--- config.mk ---
export PLATFORM = sky130hd
export DESIGN_NAME = ntr_host_master
export DESIGN_NICKNAME = d
export VERILOG_FILES = /design/src/rtl/ntr_host_master.sv
export SDC_FILE = /design/constraint.sdc
export NUM_CORES = 1
export LEC_CHECK = 0
export BUFFER_PORTS_ARGS = -buffer_cell sky130_fd_sc_hd__clkbuf_2
export CAP_MARGIN = 20
export CORE_MARGIN = 2
export CORE_UTILIZATION = 60
export DETAILED_ROUTE_END_ITERATION = 16
export PLACE_DENSITY = 0.94
export SLEW_MARGIN = 20
export SYNTH_ARGS = -nofsm -noshare
export SYNTH_HDL_FRONTEND = slang
export SYNTH_SLANG_ARGS = --single-unit
--- constraint.sdc ---
create_clock -name clk -period 4.1 [get_ports clk]
set_input_delay 0.41 -clock clk [delete_from_list [all_inputs] [get_ports clk]]
set_output_delay 0.41 -clock clk [all_outputs]
set_load 0.01 [all_outputs]
--- src/rtl/ntr_host_master.sv ---
// Purpose : host-side NTR cartridge bus initiator; sends an 8-byte command, then reads resp_len bytes.
// Latency : bus activity starts the cycle after an accepted start; done after CLK_DIV*(18 [+ 2*resp_len + 1]) + 1 cycles.
// Backpressure: none; start is only taken in IDLE with done low, any other start pulse is dropped.
//
// Ports:
//   clk, rst_n         system clock, asynchronous active-low reset
//   start, cmd,        request pulse; cmd (MSB byte first) and resp_len are captured when start is accepted
//   resp_len
//   busy, done         busy from the cycle after accepted start until done; done is a one-cycle pulse
//   resp_data,         last captured response byte, with a one-cycle pulse per byte
//   resp_valid
//   ntr_clk, ntr_cs1   bus clock (idles high) and active-low chip select
//   ntr_data_out/oe/in split bidirectional data bus; oe high while the host drives it

module ntr_host_master #(
    parameter int CLK_DIV = 4,   // ntr_clk half-period in clk cycles; even, >= 2
    parameter int LEN_W   = 12   // width of the response byte count
) (
    input  logic             clk,
    input  logic             rst_n,
    input  logic             start,
    input  logic [63:0]      cmd,
    input  logic [LEN_W-1:0] resp_len,
    output logic             busy,
    output logic             done,
    output logic [7:0]       resp_data,
    output logic             resp_valid,
    output logic             ntr_clk,
    output logic             ntr_cs1,
    output logic [7:0]       ntr_data_out,
    output logic             ntr_data_oe,
    input  logic [7:0]       ntr_data_in
);

    // cnt spans a full byte slot (2*CLK_DIV cycles); shorter phases reuse it.
    localparam int CW = $clog2(2 * CLK_DIV);
    localparam logic [CW-1:0] MID        = CW'(CLK_DIV / 2);
    localparam logic [CW-1:0] PHASE_LAST = CW'(CLK_DIV - 1);
    localparam logic [CW-1:0] HIGH_START = CW'(CLK_DIV);
    localparam logic [CW-1:0] SLOT_LAST  = CW'(2 * CLK_DIV - 1);

    typedef enum logic [2:0] {
        S_IDLE,
        S_SETUP,
        S_CMD,
        S_TURN,
        S_RESP,
        S_HOLD
    } state_t;

    state_t           state, state_nxt;
    logic [CW-1:0]    cnt, cnt_nxt;
    logic [2:0]       byte_idx, byte_nxt;
    logic [LEN_W-1:0] resp_idx, resp_idx_nxt;
    logic [63:0]      cmd_q, cmd_q_nxt;
    logic [LEN_W-1:0] len_q, len_q_nxt;

    logic             busy_nxt, done_nxt, resp_valid_nxt;
    logic [7:0]       resp_data_nxt;
    logic             ntr_clk_nxt, ntr_cs1_nxt, ntr_data_oe_nxt;
    logic [7:0]       ntr_data_out_nxt;

    function automatic logic [7:0] cmd_byte(input logic [63:0] c, input logic [2:0] k);
        logic [7:0] b;
        case (k)
            3'd0:    b = c[63:56];
            3'd1:    b = c[55:48];
            3'd2:    b = c[47:40];
            3'd3:    b = c[39:32];
            3'd4:    b = c[31:24];
            3'd5:    b = c[23:16];
            3'd6:    b = c[15:8];
            default: b = c[7:0];
        endcase
        return b;
    endfunction

    // Next-state and sequencing counters.
    always_comb begin
        state_nxt    = state;
        cnt_nxt      = cnt;
        byte_nxt     = byte_idx;
        resp_idx_nxt = resp_idx;
        cmd_q_nxt    = cmd_q;
        len_q_nxt    = len_q;
        done_nxt     = 1'b0;

        case (state)
            S_IDLE: begin
                // done is high in the first IDLE cycle; a start there is dropped.
                if (start && !done) begin
                    state_nxt    = S_SETUP;
                    cnt_nxt      = '0;
                    byte_nxt     = '0;
                    resp_idx_nxt = '0;
                    cmd_q_nxt    = cmd;
                    len_q_nxt    = resp_len;
                end
            end
            S_SETUP: begin
                if (cnt == PHASE_LAST) begin
                    state_nxt = S_CMD;
                    cnt_nxt   = '0;
                end else begin
                    cnt_nxt = cnt + CW'(1);
                end
            end
            S_CMD: begin
                if (cnt == SLOT_LAST) begin
                    cnt_nxt = '0;
                    if (byte_idx == 3'd7) begin
                        state_nxt = (len_q != '0) ? S_TURN : S_HOLD;
                    end else begin
                        byte_nxt = byte_idx + 3'd1;
                    end
                end else begin
                    cnt_nxt = cnt + CW'(1);
                end
            end
            S_TURN: begin
                if (cnt == PHASE_LAST) begin
                    state_nxt = S_RESP;
                    cnt_nxt   = '0;
                end else begin
                    cnt_nxt = cnt + CW'(1);
                end
            end
            S_RESP: begin
                if (cnt == SLOT_LAST) begin
                    cnt_nxt = '0;
                    if (resp_idx == len_q - LEN_W'(1)) begin
                        state_nxt = S_HOLD;
                    end else begin
                        resp_idx_nxt = resp_idx + LEN_W'(1);
                    end
                end else begin
                    cnt_nxt = cnt + CW'(1);
                end
            end
            S_HOLD: begin
                if (cnt == PHASE_LAST) begin
                    state_nxt = S_IDLE;
                    cnt_nxt   = '0;
                    done_nxt  = 1'b1;
                end else begin
                    cnt_nxt = cnt + CW'(1);
                end
            end
            default: begin
                state_nxt = S_IDLE;
                cnt_nxt   = '0;
            end
        endcase
    end

    // Output values are decoded from the next state so every pin comes straight off a flop.
    always_comb begin
        busy_nxt         = (state_nxt != S_IDLE);
        ntr_cs1_nxt      = (state_nxt == S_IDLE);
        ntr_data_oe_nxt  = (state_nxt == S_SETUP) || (state_nxt == S_CMD);
        ntr_clk_nxt      = !(((state_nxt == S_CMD) || (state_nxt == S_RESP)) && (cnt_nxt < HIGH_START));
        ntr_data_out_nxt = ntr_data_out;
        resp_data_nxt    = resp_data;
        resp_valid_nxt   = 1'b0;

        if (!ntr_data_oe_nxt) begin
            ntr_data_out_nxt = 8'h00;
        end else if (state == S_IDLE) begin
            ntr_data_out_nxt = cmd[63:56];
        end else if ((state_nxt == S_CMD) && (cnt_nxt == MID)) begin
            // Mid-low change point keeps data stable around both ntr_clk edges.
            ntr_data_out_nxt = cmd_byte(cmd_q, byte_nxt);
        end

        // Sample the cartridge on the same clk edge that raises ntr_clk.
        if ((state == S_RESP) && (cnt == PHASE_LAST)) begin
            resp_data_nxt  = ntr_data_in;
            resp_valid_nxt = 1'b1;
        end
    end

    always_ff @(posedge clk or negedge rst_n) begin
        if (!rst_n) begin
            state        <= S_IDLE;
            cnt          <= '0;
            byte_idx     <= '0;
            resp_idx     <= '0;
            cmd_q        <= '0;
            len_q        <= '0;
            busy         <= 1'b0;
            done         <= 1'b0;
            resp_data    <= 8'h00;
            resp_valid   <= 1'b0;
            ntr_clk      <= 1'b1;
            ntr_cs1      <= 1'b1;
            ntr_data_out <= 8'h00;
            ntr_data_oe  <= 1'b0;
        end else begin
            state        <= state_nxt;
            cnt          <= cnt_nxt;
            byte_idx     <= byte_nxt;
            resp_idx     <= resp_idx_nxt;
            cmd_q        <= cmd_q_nxt;
            len_q        <= len_q_nxt;
            busy         <= busy_nxt;
            done         <= done_nxt;
            resp_data    <= resp_data_nxt;
            resp_valid   <= resp_valid_nxt;
            ntr_clk      <= ntr_clk_nxt;
            ntr_cs1      <= ntr_cs1_nxt;
            ntr_data_out <= ntr_data_out_nxt;
            ntr_data_oe  <= ntr_data_oe_nxt;
        end
    end

endmodule

==> results.txt <==
Final hold violation count -> 0
Number of endpoints failing setup at the final stage -> 0
Std cell rows -> 36
Sequence of cells on the critical path -> ha_1 > ha_1 > nor2_1 > o311ai_0 > or3b_2 > o21ai_1 > o21ai_0 > a31oi_1
Count of cell types in the netlist -> 69
Startpoint-to-endpoint class of the critical path -> reg2reg
I/O Buffers -> 108
Worst setup EP type -> flop
Average wire per standard cell -> 17.6 um
TritonCTS clock tree -> yes
Fin nets -> 885
Number of clock sinks -> 119
Cts bufs inserted -> 17
Starting density of the core -> 61.3%
Critical Path Start Type -> flop
GPL Wtd Cong -> 0.953
Path class of the lowest-slack min-delay path -> in2reg
Power density of the placed cells -> 817 mW/mm^2
First drt pass iteration count -> 5
Post-synth net total -> 787
CP Buf/Inv Count -> 0
Worst path max stage delay -> 0.84 ns
Count of filler cells inserted in the layout -> 634
Total half-perimeter wirelength after legalization and detailed placement -> 10.7 mm
Unrepaired setup endpoints after global routing -> no
Slowest cell on crit path -> o21ai_1
Number of flops mapped to enable cells by yosys -> 0
Die span in x -> 103 um
Share of the clock period used by the worst path after layout -> 86.4%
Buffer type at the clock tree root -> clkbuf_8
Worst reg-to-reg setup slack -> 0.56 ns
Yosys warning total -> 0
Cell class contributing the biggest share of worst-path delay -> compound AO/OA/AOI/OAI gates
Number of diodes added for antenna fixing -> 0
Highest net fanout along the worst path -> 16
Final Worst Setup Slack -> 0.558 ns
Synth Flop Type -> dfrtp_1
FF+latch count, synth -> 119
Share of flip-flops with an asynchronous set or reset -> 100%
Post-Route WL -> 16.5 mm
Detailed-route via count -> 5,686
Die outline area -> 0.0107 sq mm
Cell count after synthesis -> 693
Die height -> 103 um
Clock latency at the later pin of the worst-skew pair -> 0.53 ns
Min Tclk post-route -> 3.54 ns
Number of top-level pins -> 109
Post-cts sizing count -> 0
Sum of negative setup slack -> 0 ns
Crit path top cell by count -> ha_1
First-pass GRT wire length -> 26.3 mm
Detail-routed via count per cell -> 6.07
CTS H-tree depth -> 4
Max-Slew Margin vs Limit -> 29.9%
Most frequent cells in the layout -> nand2_1, dfrtp_1, clkbuf_2
Hold slack final -> 0.0718 ns
Number of global-route vias before repair -> 5,393
Reported leakage power -> 3.63 nW
Fraction of final layout cells with drive strength greater than 1 -> 21.7%
Overflow left after global routing -> 0
Synthesis-to-finish area growth -> 20.7%
Clock edge transition at the registers on the reported setup and hold paths -> 0.06 ns
Outcome -> finished clean
Detail Route Antenna Nets -> 0
Global-route total usage across every layer -> 32.4%
Post-route DRC -> 0
Detailed Route Iter0 Violations -> 731
Tightest Pin Transition -> 1.04 ns
Cell area after synthesis -> 0.00594 sq mm
Largest net degree at the start of global routing -> 90
Max capacitance violation total -> 0
Setup skew after layout -> 0.00708 ns
Antenna violations before repair -> 0
VDD IR max -> 421 uV
Sequential element share of the synthesized area -> 50.2%
Mapped Avg Cell Area -> 8.57 sq um
Count of pins over their slew limit -> 0
Most common cell after layout, fill and taps aside -> nand2_1
Arrival @ worst endpoint -> 3.97 ns
Core area -> 0.00968 sq mm
Setup Slack @ Placement -> 0.788 ns
Req. time, crit path -> 4.53 ns
Highest clock frequency the design can meet -> 282 MHz
Clock Tree Buf Depth -> 2
[metal layers]
metal	global-route usage (%)	wire length (um)	vias to the layer above	share of wire (%)
li1	-	-	2527	-
met1	42.0	6390	2703	39
met2	51.3	7800	372	47
met3	8.87	1600	84	9.7
met4	14.3	727	0	4.4
met5	0	0	-	0
[synth_stat cells (5+ instances only)]
master | count | area (sq um)
a211oi_1 | 6 | 45.0
a21oi_1 | 19 | 95.1
a311oi_1 | 5 | 43.8
a31oi_1 | 7 | 43.8
and3_1 | 6 | 37.5
buf_2 | 9 | 45.0
clkbuf_1 | 23 | 86.3
dfrtp_1 | 117 | 2930
ha_1 | 7 | 87.6
inv_1 | 12 | 45.0
mux2_2 | 10 | 113
nand2_1 | 284 | 1070
nand3_1 | 14 | 70.1
nor2_1 | 24 | 90.1
nor3_1 | 10 | 50.1
o21ai_0 | 24 | 120
or3_1 | 8 | 50.1
xnor2_1 | 13 | 114
xor2_1 | 6 | 52.6
[through the flow]
step	std cells	power (mW)	area, sq um	utilization, %
global route	936	6.18	7170	74.0
floorplan	693	3.53	5940	-
detailed placement	904	4.15	6540	67.5
finish	936	5.86	7170	74.0
CTS	936	5.77	7170	74.0
global placement	904	4.04	6540	67.5
[power by group]
part / switching [mW] / internal, mW / leakage (nW) / total, mW
Clock: 0.507 / 1.05 / 0.301 / 1.56
Combinational: 1.42 / 0.805 / 1.81 / 2.22
Sequential: 0.444 / 1.64 / 1.52 / 2.08
[tightest hold or removal path, stage by stage]
cell      delay, ns
clkbuf_2       0.07
nand2_1        0.04
nand2_1        0.04
[registers in the layout, summed over array words and instances, names as in the netlist, 3 cells and up]
| signal | flops |
|---|---|
| resp_idx | 12 |
| resp_data | 8 |
| byte_idx | 3 |
| cmd_q | 64 |
| state | 3 |
| ntr_data_out | 8 |
| cnt | 3 |
| len_q | 12 |
[timing repair]
action	in CTS	in global routing
hold buffers	1	0
setup buffers	0	0
hold endpoints to repair	43	0
[final timing paths]
| kind | depth (start not counted) | from | end |
|---|---|---|---|
| max | 8 | cnt[0] | ntr_data_out[2] |
| min reg2reg | 2 | cmd_q[49] | cmd_q[49] |
| min in group asynchronous | 2 | rst_n | cmd_q[0] |
| max in group asynchronous | 3 | rst_n | ntr_data_out[6] |
| max reg2reg | 8 | cnt[0] | ntr_data_out[2] |
| min | 3 | cmd[0] | cmd_q[0] |
[cell type report]
cell class                      instances  area [sq um]  share of cell area [%]
Clock buffer                           24           480                    6.70
Clock inverter                          7           141                    1.97
Tap cell                              133           166                    2.32
Sequential cell                       119          2980                    41.6
Inverter                               14          52.6                   0.733
Multi-Input combinational cell        523          2740                    38.2
Timing Repair Buffer                  116           606                    8.45
[cell families after synthesis]
group | Yosys count | share of synthesized area [%]
xor gates and xnor gates | 19 | 2.80
DFF | 119 | 50.2
and+or+nand+nor | 375 | 26.5
muxes | 12 | 2.23
adders and majority gates | 7 | 1.47
AOI/OAI and AO/OA | 110 | 13.0
buffers and inverters | 51 | 3.81
(Power assumes the default switching activity.)
